==> config.mk <==
export PLATFORM = sky130hd
export DESIGN_NAME = id_stage
export DESIGN_NICKNAME = d
export VERILOG_FILES = /design/src/rtl/rv_decode_pkg.sv /design/src/rtl/id_stage_imm_gen.sv /design/src/rtl/id_stage.sv
export SDC_FILE = /design/constraint.sdc
export NUM_CORES = 1
export LEC_CHECK = 0
export CAP_MARGIN = 10
export CORE_MARGIN = 8
export CORE_UTILIZATION = 45
export DETAILED_ROUTE_END_ITERATION = 10
export PLACE_DENSITY = 0.83
export SLEW_MARGIN = 10
export SYNTH_ARGS = -nofsm -noshare
export SYNTH_HDL_FRONTEND = slang
export SYNTH_SLANG_ARGS = --single-unit
==> constraint.sdc <==
create_clock -name clk -period 4.4 [get_ports clk]
set_clock_uncertainty 0.15 [all_clocks]
set_input_delay 1.32 -clock clk [delete_from_list [all_inputs] [get_ports clk]]
set_output_delay 1.32 -clock clk [all_outputs]
set_load 0.01 [all_outputs]
==> src/rtl/rv_decode_pkg.sv <==
// Shared decode types: opcodes, ALU codes,
// immediate formats and the ID->EX bundle.
package rv_decode_pkg;

  localparam logic [6:0] OPC_LOAD      = 7'b0000011;
  localparam logic [6:0] OPC_STORE     = 7'b0100011;
  localparam logic [6:0] OPC_OP        = 7'b0110011;
  localparam logic [6:0] OPC_OP_IMM    = 7'b0010011;
  localparam logic [6:0] OPC_OP_32     = 7'b0111011;
  localparam logic [6:0] OPC_OP_IMM_32 = 7'b0011011;
  localparam logic [6:0] OPC_BRANCH    = 7'b1100011;
  localparam logic [6:0] OPC_JAL       = 7'b1101111;
  localparam logic [6:0] OPC_JALR      = 7'b1100111;
  localparam logic [6:0] OPC_LUI       = 7'b0110111;
  localparam logic [6:0] OPC_AUIPC     = 7'b0010111;
  localparam logic [6:0] OPC_SYSTEM    = 7'b1110011;

  typedef enum logic [4:0] {
    ALU_ADD    = 5'd0,
    ALU_SUB    = 5'd1,
    ALU_SLL    = 5'd2,
    ALU_SLT    = 5'd3,
    ALU_SLTU   = 5'd4,
    ALU_XOR    = 5'd5,
    ALU_SRL    = 5'd6,
    ALU_SRA    = 5'd7,
    ALU_OR     = 5'd8,
    ALU_AND    = 5'd9,
    ALU_PASS_B = 5'd10,
    ALU_MUL    = 5'd16,
    ALU_MULH   = 5'd17,
    ALU_MULHSU = 5'd18,
    ALU_MULHU  = 5'd19,
    ALU_DIV    = 5'd20,
    ALU_DIVU   = 5'd21,
    ALU_REM    = 5'd22,
    ALU_REMU   = 5'd23
  } alu_op_e;

  typedef enum logic [2:0] {
    IMM_I,
    IMM_S,
    IMM_B,
    IMM_U,
    IMM_J,
    IMM_NONE
  } imm_fmt_e;

  typedef struct packed {
    logic [4:0] rd;
    logic [4:0] rs1;
    logic [4:0] rs2;
    logic [2:0] funct3;
    alu_op_e    alu_op;
    logic       is_word;
    logic       reg_write_enable;
    logic       mem_read;
    logic       mem_write;
    logic       is_branch;
    logic       jump;
    logic       alu_src_imm;
    logic       alu_src_pc;
    logic       illegal;
  } id_ex_t;

  // alt selects SUB/SRA (instr[30])
  function automatic alu_op_e base_alu(
    input logic [2:0] f3,
    input logic       alt
  );
    alu_op_e r;
    case (f3)
      3'b000:  r = alt ? ALU_SUB : ALU_ADD;
      3'b001:  r = ALU_SLL;
      3'b010:  r = ALU_SLT;
      3'b011:  r = ALU_SLTU;
      3'b100:  r = ALU_XOR;
      3'b101:  r = alt ? ALU_SRA : ALU_SRL;
      3'b110:  r = ALU_OR;
      default: r = ALU_AND;
    endcase
    return r;
  endfunction

  // M-extension ops are laid out by funct3
  function automatic alu_op_e m_alu(
    input logic [2:0] f3
  );
    return alu_op_e'({2'b10, f3});
  endfunction

endpackage

==> src/rtl/id_stage_imm_gen.sv <==
// Immediate generator: picks the I/S/B/U/J
// field and sign-extends bit 31 to XLEN.
module imm_gen
  import rv_decode_pkg::*;
#(
  parameter int XLEN = 64
) (
  input  logic [31:0]     instr,
  input  imm_fmt_e        fmt,
  output logic [XLEN-1:0] imm
);

  logic [31:0] i32;

  // Select the format-specific 32-bit value
  always_comb begin
    i32 = '0;
    unique case (fmt)
      IMM_I: i32 = {{20{instr[31]}}, instr[31:20]};
      IMM_S: i32 = {{20{instr[31]}},
                    instr[31:25], instr[11:7]};
      IMM_B: i32 = {{19{instr[31]}}, instr[31],
                    instr[7], instr[30:25],
                    instr[11:8], 1'b0};
      IMM_U: i32 = {instr[31:12], 12'b0};
      IMM_J: i32 = {{11{instr[31]}}, instr[31],
                    instr[19:12], instr[20],
                    instr[30:21], 1'b0};
      default: i32 = '0;
    endcase
  end

  // Sign-extend to the datapath width
  always_comb begin
    imm = {XLEN{i32[31]}};
    imm[31:0] = i32;
  end

endmodule

==> src/rtl/id_stage.sv <==
// RV32I/RV64I decode stage with output register.
// Optional M extension: define RV_M_EXT_EN.
module id_stage
  import rv_decode_pkg::*;
#(
  parameter int XLEN = 64
) (
  input  logic            clk,
  input  logic            resetn,
  input  logic            flush,
  input  logic            in_valid,
  output logic            in_ready,
  input  logic [XLEN-1:0] in_pc,
  input  logic [31:0]     in_instr,
  output logic            out_valid,
  input  logic            out_ready,
  output logic [XLEN-1:0] out_pc,
  output logic [4:0]      rd,
  output logic [4:0]      rs1,
  output logic [4:0]      rs2,
  output logic [2:0]      funct3,
  output logic [XLEN-1:0] imm,
  output logic [4:0]      alu_op,
  output logic            is_word,
  output logic            reg_write_enable,
  output logic            mem_read,
  output logic            mem_write,
  output logic            is_branch,
  output logic            jump,
  output logic            alu_src_imm,
  output logic            alu_src_pc,
  output logic            illegal
);

  localparam bit RV64 = (XLEN == 64);

  logic [6:0]      opc;
  logic [2:0]      f3;
  logic [6:0]      f7;
  logic [4:0]      f_rd;
  logic [4:0]      f_rs1;
  logic [4:0]      f_rs2;
  id_ex_t          d;
  id_ex_t          q;
  imm_fmt_e        fmt;
  logic            ill;
  logic [XLEN-1:0] d_imm;
  logic [XLEN-1:0] q_imm;
  logic [XLEN-1:0] q_pc;
  logic            q_valid;
  logic            take;

  assign opc   = in_instr[6:0];
  assign f3    = in_instr[14:12];
  assign f7    = in_instr[31:25];
  assign f_rd  = in_instr[11:7];
  assign f_rs1 = in_instr[19:15];
  assign f_rs2 = in_instr[24:20];

  // Flush always drains the input side
  assign in_ready = flush || !q_valid || out_ready;
  assign take     = in_valid && in_ready;

  // Opcode/funct decode into the ID->EX bundle
  always_comb begin
    d        = '0;
    d.alu_op = ALU_ADD;
    d.funct3 = f3;
    fmt      = IMM_NONE;
    ill      = 1'b0;
    unique case (1'b1)
      (in_instr[1:0] != 2'b11): ill = 1'b1;
      (opc == OPC_LOAD): begin
        d.rd  = f_rd;
        d.rs1 = f_rs1;
        fmt   = IMM_I;
        d.mem_read         = 1'b1;
        d.reg_write_enable = 1'b1;
        d.alu_src_imm      = 1'b1;
        ill = (f3 == 3'b111) ||
              (!RV64 && (f3 == 3'b011 ||
                         f3 == 3'b110));
      end
      (opc == OPC_STORE): begin
        d.rs1 = f_rs1;
        d.rs2 = f_rs2;
        fmt   = IMM_S;
        d.mem_write   = 1'b1;
        d.alu_src_imm = 1'b1;
        ill = f3[2] || (!RV64 && f3 == 3'b011);
      end
      (opc == OPC_BRANCH): begin
        d.rs1 = f_rs1;
        d.rs2 = f_rs2;
        fmt   = IMM_B;
        d.alu_op    = ALU_SUB;
        d.is_branch = 1'b1;
        ill = (f3 == 3'b010) || (f3 == 3'b011);
      end
      (opc == OPC_JAL): begin
        d.rd  = f_rd;
        fmt   = IMM_J;
        d.jump             = 1'b1;
        d.reg_write_enable = 1'b1;
        d.alu_src_imm      = 1'b1;
        d.alu_src_pc       = 1'b1;
      end
      (opc == OPC_JALR): begin
        d.rd  = f_rd;
        d.rs1 = f_rs1;
        fmt   = IMM_I;
        d.jump             = 1'b1;
        d.reg_write_enable = 1'b1;
        d.alu_src_imm      = 1'b1;
        ill = (f3 != 3'b000);
      end
      (opc == OPC_LUI): begin
        d.rd  = f_rd;
        fmt   = IMM_U;
        d.alu_op           = ALU_PASS_B;
        d.reg_write_enable = 1'b1;
        d.alu_src_imm      = 1'b1;
      end
      (opc == OPC_AUIPC): begin
        d.rd  = f_rd;
        fmt   = IMM_U;
        d.reg_write_enable = 1'b1;
        d.alu_src_imm      = 1'b1;
        d.alu_src_pc       = 1'b1;
      end
      (opc == OPC_OP_IMM): begin
        d.rd  = f_rd;
        d.rs1 = f_rs1;
        fmt   = IMM_I;
        d.reg_write_enable = 1'b1;
        d.alu_src_imm      = 1'b1;
        d.alu_op = base_alu(f3,
          in_instr[30] && f3 == 3'b101);
        if (f3 == 3'b001)
          ill = RV64 ? (in_instr[31:26] != 6'd0)
                     : (f7 != 7'd0);
        else if (f3 == 3'b101)
          ill = RV64
            ? (in_instr[31:26] != 6'b000000 &&
               in_instr[31:26] != 6'b010000)
            : (f7 != 7'b0000000 &&
               f7 != 7'b0100000);
      end
      (opc == OPC_OP): begin
        d.rd  = f_rd;
        d.rs1 = f_rs1;
        d.rs2 = f_rs2;
        d.reg_write_enable = 1'b1;
        if (f7 == 7'b0000000)
          d.alu_op = base_alu(f3, 1'b0);
        else if (f7 == 7'b0100000 &&
                 (f3 == 3'b000 || f3 == 3'b101))
          d.alu_op = base_alu(f3, 1'b1);
`ifdef RV_M_EXT_EN
        else if (f7 == 7'b0000001)
          d.alu_op = m_alu(f3);
`endif
        else
          ill = 1'b1;
      end
      (opc == OPC_OP_IMM_32): begin
        d.rd  = f_rd;
        d.rs1 = f_rs1;
        fmt   = IMM_I;
        d.is_word          = 1'b1;
        d.reg_write_enable = 1'b1;
        d.alu_src_imm      = 1'b1;
        d.alu_op = base_alu(f3,
          in_instr[30] && f3 == 3'b101);
        if (!RV64)
          ill = 1'b1;
        else if (f3 == 3'b001)
          ill = (f7 != 7'd0);
        else if (f3 == 3'b101)
          ill = (f7 != 7'b0000000 &&
                 f7 != 7'b0100000);
        else
          ill = (f3 != 3'b000);
      end
      (opc == OPC_OP_32): begin
        d.rd  = f_rd;
        d.rs1 = f_rs1;
        d.rs2 = f_rs2;
        d.is_word          = 1'b1;
        d.reg_write_enable = 1'b1;
        if (!RV64)
          ill = 1'b1;
        else if (f7 == 7'b0000000 &&
                 (f3 == 3'b000 || f3 == 3'b001 ||
                  f3 == 3'b101))
          d.alu_op = base_alu(f3, 1'b0);
        else if (f7 == 7'b0100000 &&
                 (f3 == 3'b000 || f3 == 3'b101))
          d.alu_op = base_alu(f3, 1'b1);
`ifdef RV_M_EXT_EN
        else if (f7 == 7'b0000001 &&
                 (f3 == 3'b000 || f3[2]))
          d.alu_op = m_alu(f3);
`endif
        else
          ill = 1'b1;
      end
      (opc == OPC_SYSTEM): ill = 1'b1;
      default: ill = 1'b1;
    endcase
    // Illegal: drop all side effects, let EX trap
    if (ill) begin
      d         = '0;
      d.alu_op  = ALU_ADD;
      d.funct3  = f3;
      d.illegal = 1'b1;
      fmt       = IMM_NONE;
    end
  end

  imm_gen #(.XLEN(XLEN)) u_imm_gen (
    .instr (in_instr),
    .fmt   (fmt),
    .imm   (d_imm)
  );

  // Output register with valid/ready handshake
  always_ff @(posedge clk or negedge resetn) begin
    if (!resetn) begin
      q_valid <= 1'b0;
      q       <= '0;
      q_imm   <= '0;
      q_pc    <= '0;
    end else if (flush) begin
      q_valid <= 1'b0;
    end else if (take) begin
      q_valid <= 1'b1;
      q       <= d;
      q_imm   <= d_imm;
      q_pc    <= in_pc;
    end else if (out_ready) begin
      q_valid <= 1'b0;
    end
  end

  assign out_valid        = q_valid;
  assign out_pc           = q_pc;
  assign imm              = q_imm;
  assign rd               = q.rd;
  assign rs1              = q.rs1;
  assign rs2              = q.rs2;
  assign funct3           = q.funct3;
  assign alu_op           = q.alu_op;
  assign is_word          = q.is_word;
  assign reg_write_enable = q.reg_write_enable;
  assign mem_read         = q.mem_read;
  assign mem_write        = q.mem_write;
  assign is_branch        = q.is_branch;
  assign jump             = q.jump;
  assign alu_src_imm      = q.alu_src_imm;
  assign alu_src_pc       = q.alu_src_pc;
  assign illegal          = q.illegal;

endmodule

==> reports/results.ini <==
[clocking]
holdBufCountCts = 0
cts_sinks = 128
root_buffer = clkbuf_16
worstSkewPairLatency_ns = 0.41
postCtsSetupBuffers = 0
cts_resized = 0
ctsHtreeMaxLevel = 4
clkTransAtPathRegs_ns = 0.05
clock_path_buffers = 2
cts_tree = done
numCtsBuffers = 17

[detailed_routing]
vias = 5393
drc = 0
routed_wl_mm = 18.94
drtIter0Drc = 356
routedWlPerCell_um = 18.07
antenna_left = 0
avgViaCountPerCell = 5.146
drt_pass1_iterations = 4

[hold_path]
hold_start = out_pc[3]
whs_endpoint = out_pc[3]
min_path_cells = 2
hold_class = reg -> reg

[floorplanning]
initial_utilization_pct = 45.21
std_cell_rows = 42
die_area_um2 = 17010
die_h_um = 130.4
die_x_um = 130.4
core_region_area_um2 = 13030
ioPinCount = 263

[flow_run]
drv_cap = 0

[sta]
fin_crit_ns = 4.141
grt_setup_unrepaired = false
worst_slack_ns = 0.2585
tns_ns = 0
slew_violations = 0
max_freq_mhz = 241.5
relSlewSlack_pct = 40.97
hold_violations = 0
tightest_slew_ns = 0.8855
setup_viol = 0
fin_crit_sh_pct = 94.12

[critical_path]
crit_chain = clkdlybuf4s50_1 -> nor2_1 -> nand2_1 -> clkdlybuf4s50_1
worst_r2r_path_depth = 4
reg2reg_slack_ns = 2.27
path_class = in -> out
reg2reg_from = out_valid
r2r_end = imm[28]
cp_top_family = buffers and inverters
critPathMaxStageDelay_ns = 0.50
end_kind = output pin
path_buf_inv = 2
cpMaxStageDelayCell = clkdlybuf4s50_1
crit_arrival_ns = 2.67
cp_max_fo = 4
path_common_cell = clkdlybuf4s50_1
required_ns = 2.93
cp-start-kind = primary input

[synthesis]
syn_area_per_cell_um2 = 9.323
synth_nets = 733
synth_ff_type = dfrtp_1
ys_seq_elements = 128
ys_warn_count = 0
synth_edf_count = 0
yosysTopAreaCell = dfrtp_1
ys_top_cells_by_area = dfrtp_1, nand2_1, buf_4
synthArstFlopShare_pct = 100.0
yosysTopAreaCellShare_pct = 54.36
syn_inst = 632
syn_area_um2 = 5892
synth_cell_types = 63
seq_area_frac_synth_pct = 54.36

[global_routing]
grt_usage_pct = 22.15
grt_pass1_wl_mm = 28.86
overflow = 0
grt_pass1_vias = 5427
antenna_found_initial = 1
grt_max_degree = 85

[final_layout]
diodes = 0
drive_above_1_share_pct = 8.945
finalInstanceArea_um2 = 9066
instances_no_fill = 1048
fin_nets = 962
area_delta_synth_final_pct = 53.88

[power]
power_frac_clock_pct = 42.2
vdd_drop_max_mv = 0.2262
power.density_nw_per_um2 = 362.9
p_leak_nw = 4.053
comb_power_share_pct = 17.7
intPower_mw = 2.488
seq_power_share_pct = 40.1
p_sw_share_pct = 24.39
switchingPower_uw = 802.6

[place]
gp_congestion = 0.9250
post-place-cells = 1018
port_buffers = 261
pre_cts_ws_ns = 0.2602
hpwl_mm = 14.22
place_area_um2 = 8488

[run_status]
status = completed

-- cells by family (layout without fill, tap and decap cells) --
family / after synthesis / count (layout) / synth area share (%)
and+or+nand+nor: 316 / 316 / 22.91
DFF: 128 / 128 / 54.36
AOI/OAI and AO/OA: 108 / 108 / 14.65
buffers and inverters: 76 / 316 / 7.538
xor gates and xnor gates: 2 / 2 / 0.2974
other: 1 / 1 / 0.06365
muxes: 1 / 1 / 0.1699
-- how the worst max path moves through the flow --
stage | startpoint | end | slack [ns] | depth (start not counted)
floorplan | in_instr[5] | imm[28] | 1.37 | 8
global placement | flush | in_ready | 0.28 | 4
detailed placement | flush | in_ready | 0.26 | 4
CTS | flush | in_ready | 0.25 | 4
global route | flush | in_ready | 0.17 | 4
finish | flush | in_ready | 0.26 | 4
-- area by class of cell --
type / instances / area (um^2)
tap: 176 / 220.2
clock inverter: 7 / 110.1
sequential: 128 / 3203
inverter: 4 / 15.01
fill: 998 / 3966
timing repair buffer: 282 / 2793
multi-input combinational: 428 / 2257
clock buffer: 23 / 467.9
-- cells in the mapped netlist (all sizes together), types with 2 or more instances --
library cell and number:
a22o 9, dfrtp 128, a221o 19, a22oi 6
nand2 263, o2111ai 2, nand2b 4, a21oi 7
o21ai 30, a211oi 3, o211ai 3, and3b 2
clkbuf 29, o41ai 2, nor2b 5, inv 4
nor4 5, nor2 16, nor3 6, o21bai 2
nand3b 2, o31ai 12, and2 3, o32ai 2
buf 43
-- layout by cell type, fill, tap and decap left out, drive strengths merged, types with 7 or more instances in the layout --
cell type        n
a221o           19
nor2            16
a22o             9
o31ai           12
clkdlybuf4s50  260
buf             22
dfrtp          128
a21oi            7
o21ai           30
nand2          263
clkbuf          23
-- state kept, by name (all words and copies together) (netlist names) --
| signal | flops |
|---|---|
| rs1 | 5 |
| alu_src_pc | 1 |
| out_valid | 1 |
| alu_op | 4 |
| rd | 5 |
| is_branch | 1 |
| alu_src_imm | 1 |
| funct3 | 3 |
| out_pc | 64 |
| mem_write | 1 |
| reg_write_enable | 1 |
| illegal | 1 |
| mem_read | 1 |
| jump | 1 |
| rs2 | 5 |
| is_word | 1 |
| imm | 32 |
-- stage by stage --
step                      total power, mW  hold WS, ns  util [%]
final                               3.290       0.3207     69.57
after detailed placement            1.925       0.3108     65.13
after CTS                           3.323       0.3248     69.57
after global routing                3.436       0.3370     69.57
after global placement              1.912       0.3057     65.13
after floorplan                     1.546       0.3615         -
-- tightest hold or removal path, cell delays in order (launching register included) --
cell	delay [ns]
dfrtp_1	0.34
nand2_1	0.05
nand2_1	0.05
-- power by group through the flow --
stage          Sequential [mW]  Combinational (mW)  Clock (mW)
6_report                  1.32               0.582        1.39
5_1_grt                   1.33               0.632        1.47
4_1_cts                   1.32               0.589        1.41
3_5_place_dp              1.34               0.586           0
3_3_place_gp              1.34               0.577           0
2_1_floorplan             1.38               0.164           0
-- metal layers --
metal,share of wire (%),GRT usage (%)
met1,39,26.03
met2,47,34.98
met3,11,9.253
met4,2.5,9.791
met5,0.079,0
Note: power is estimated with default switching activity, not from simulation.
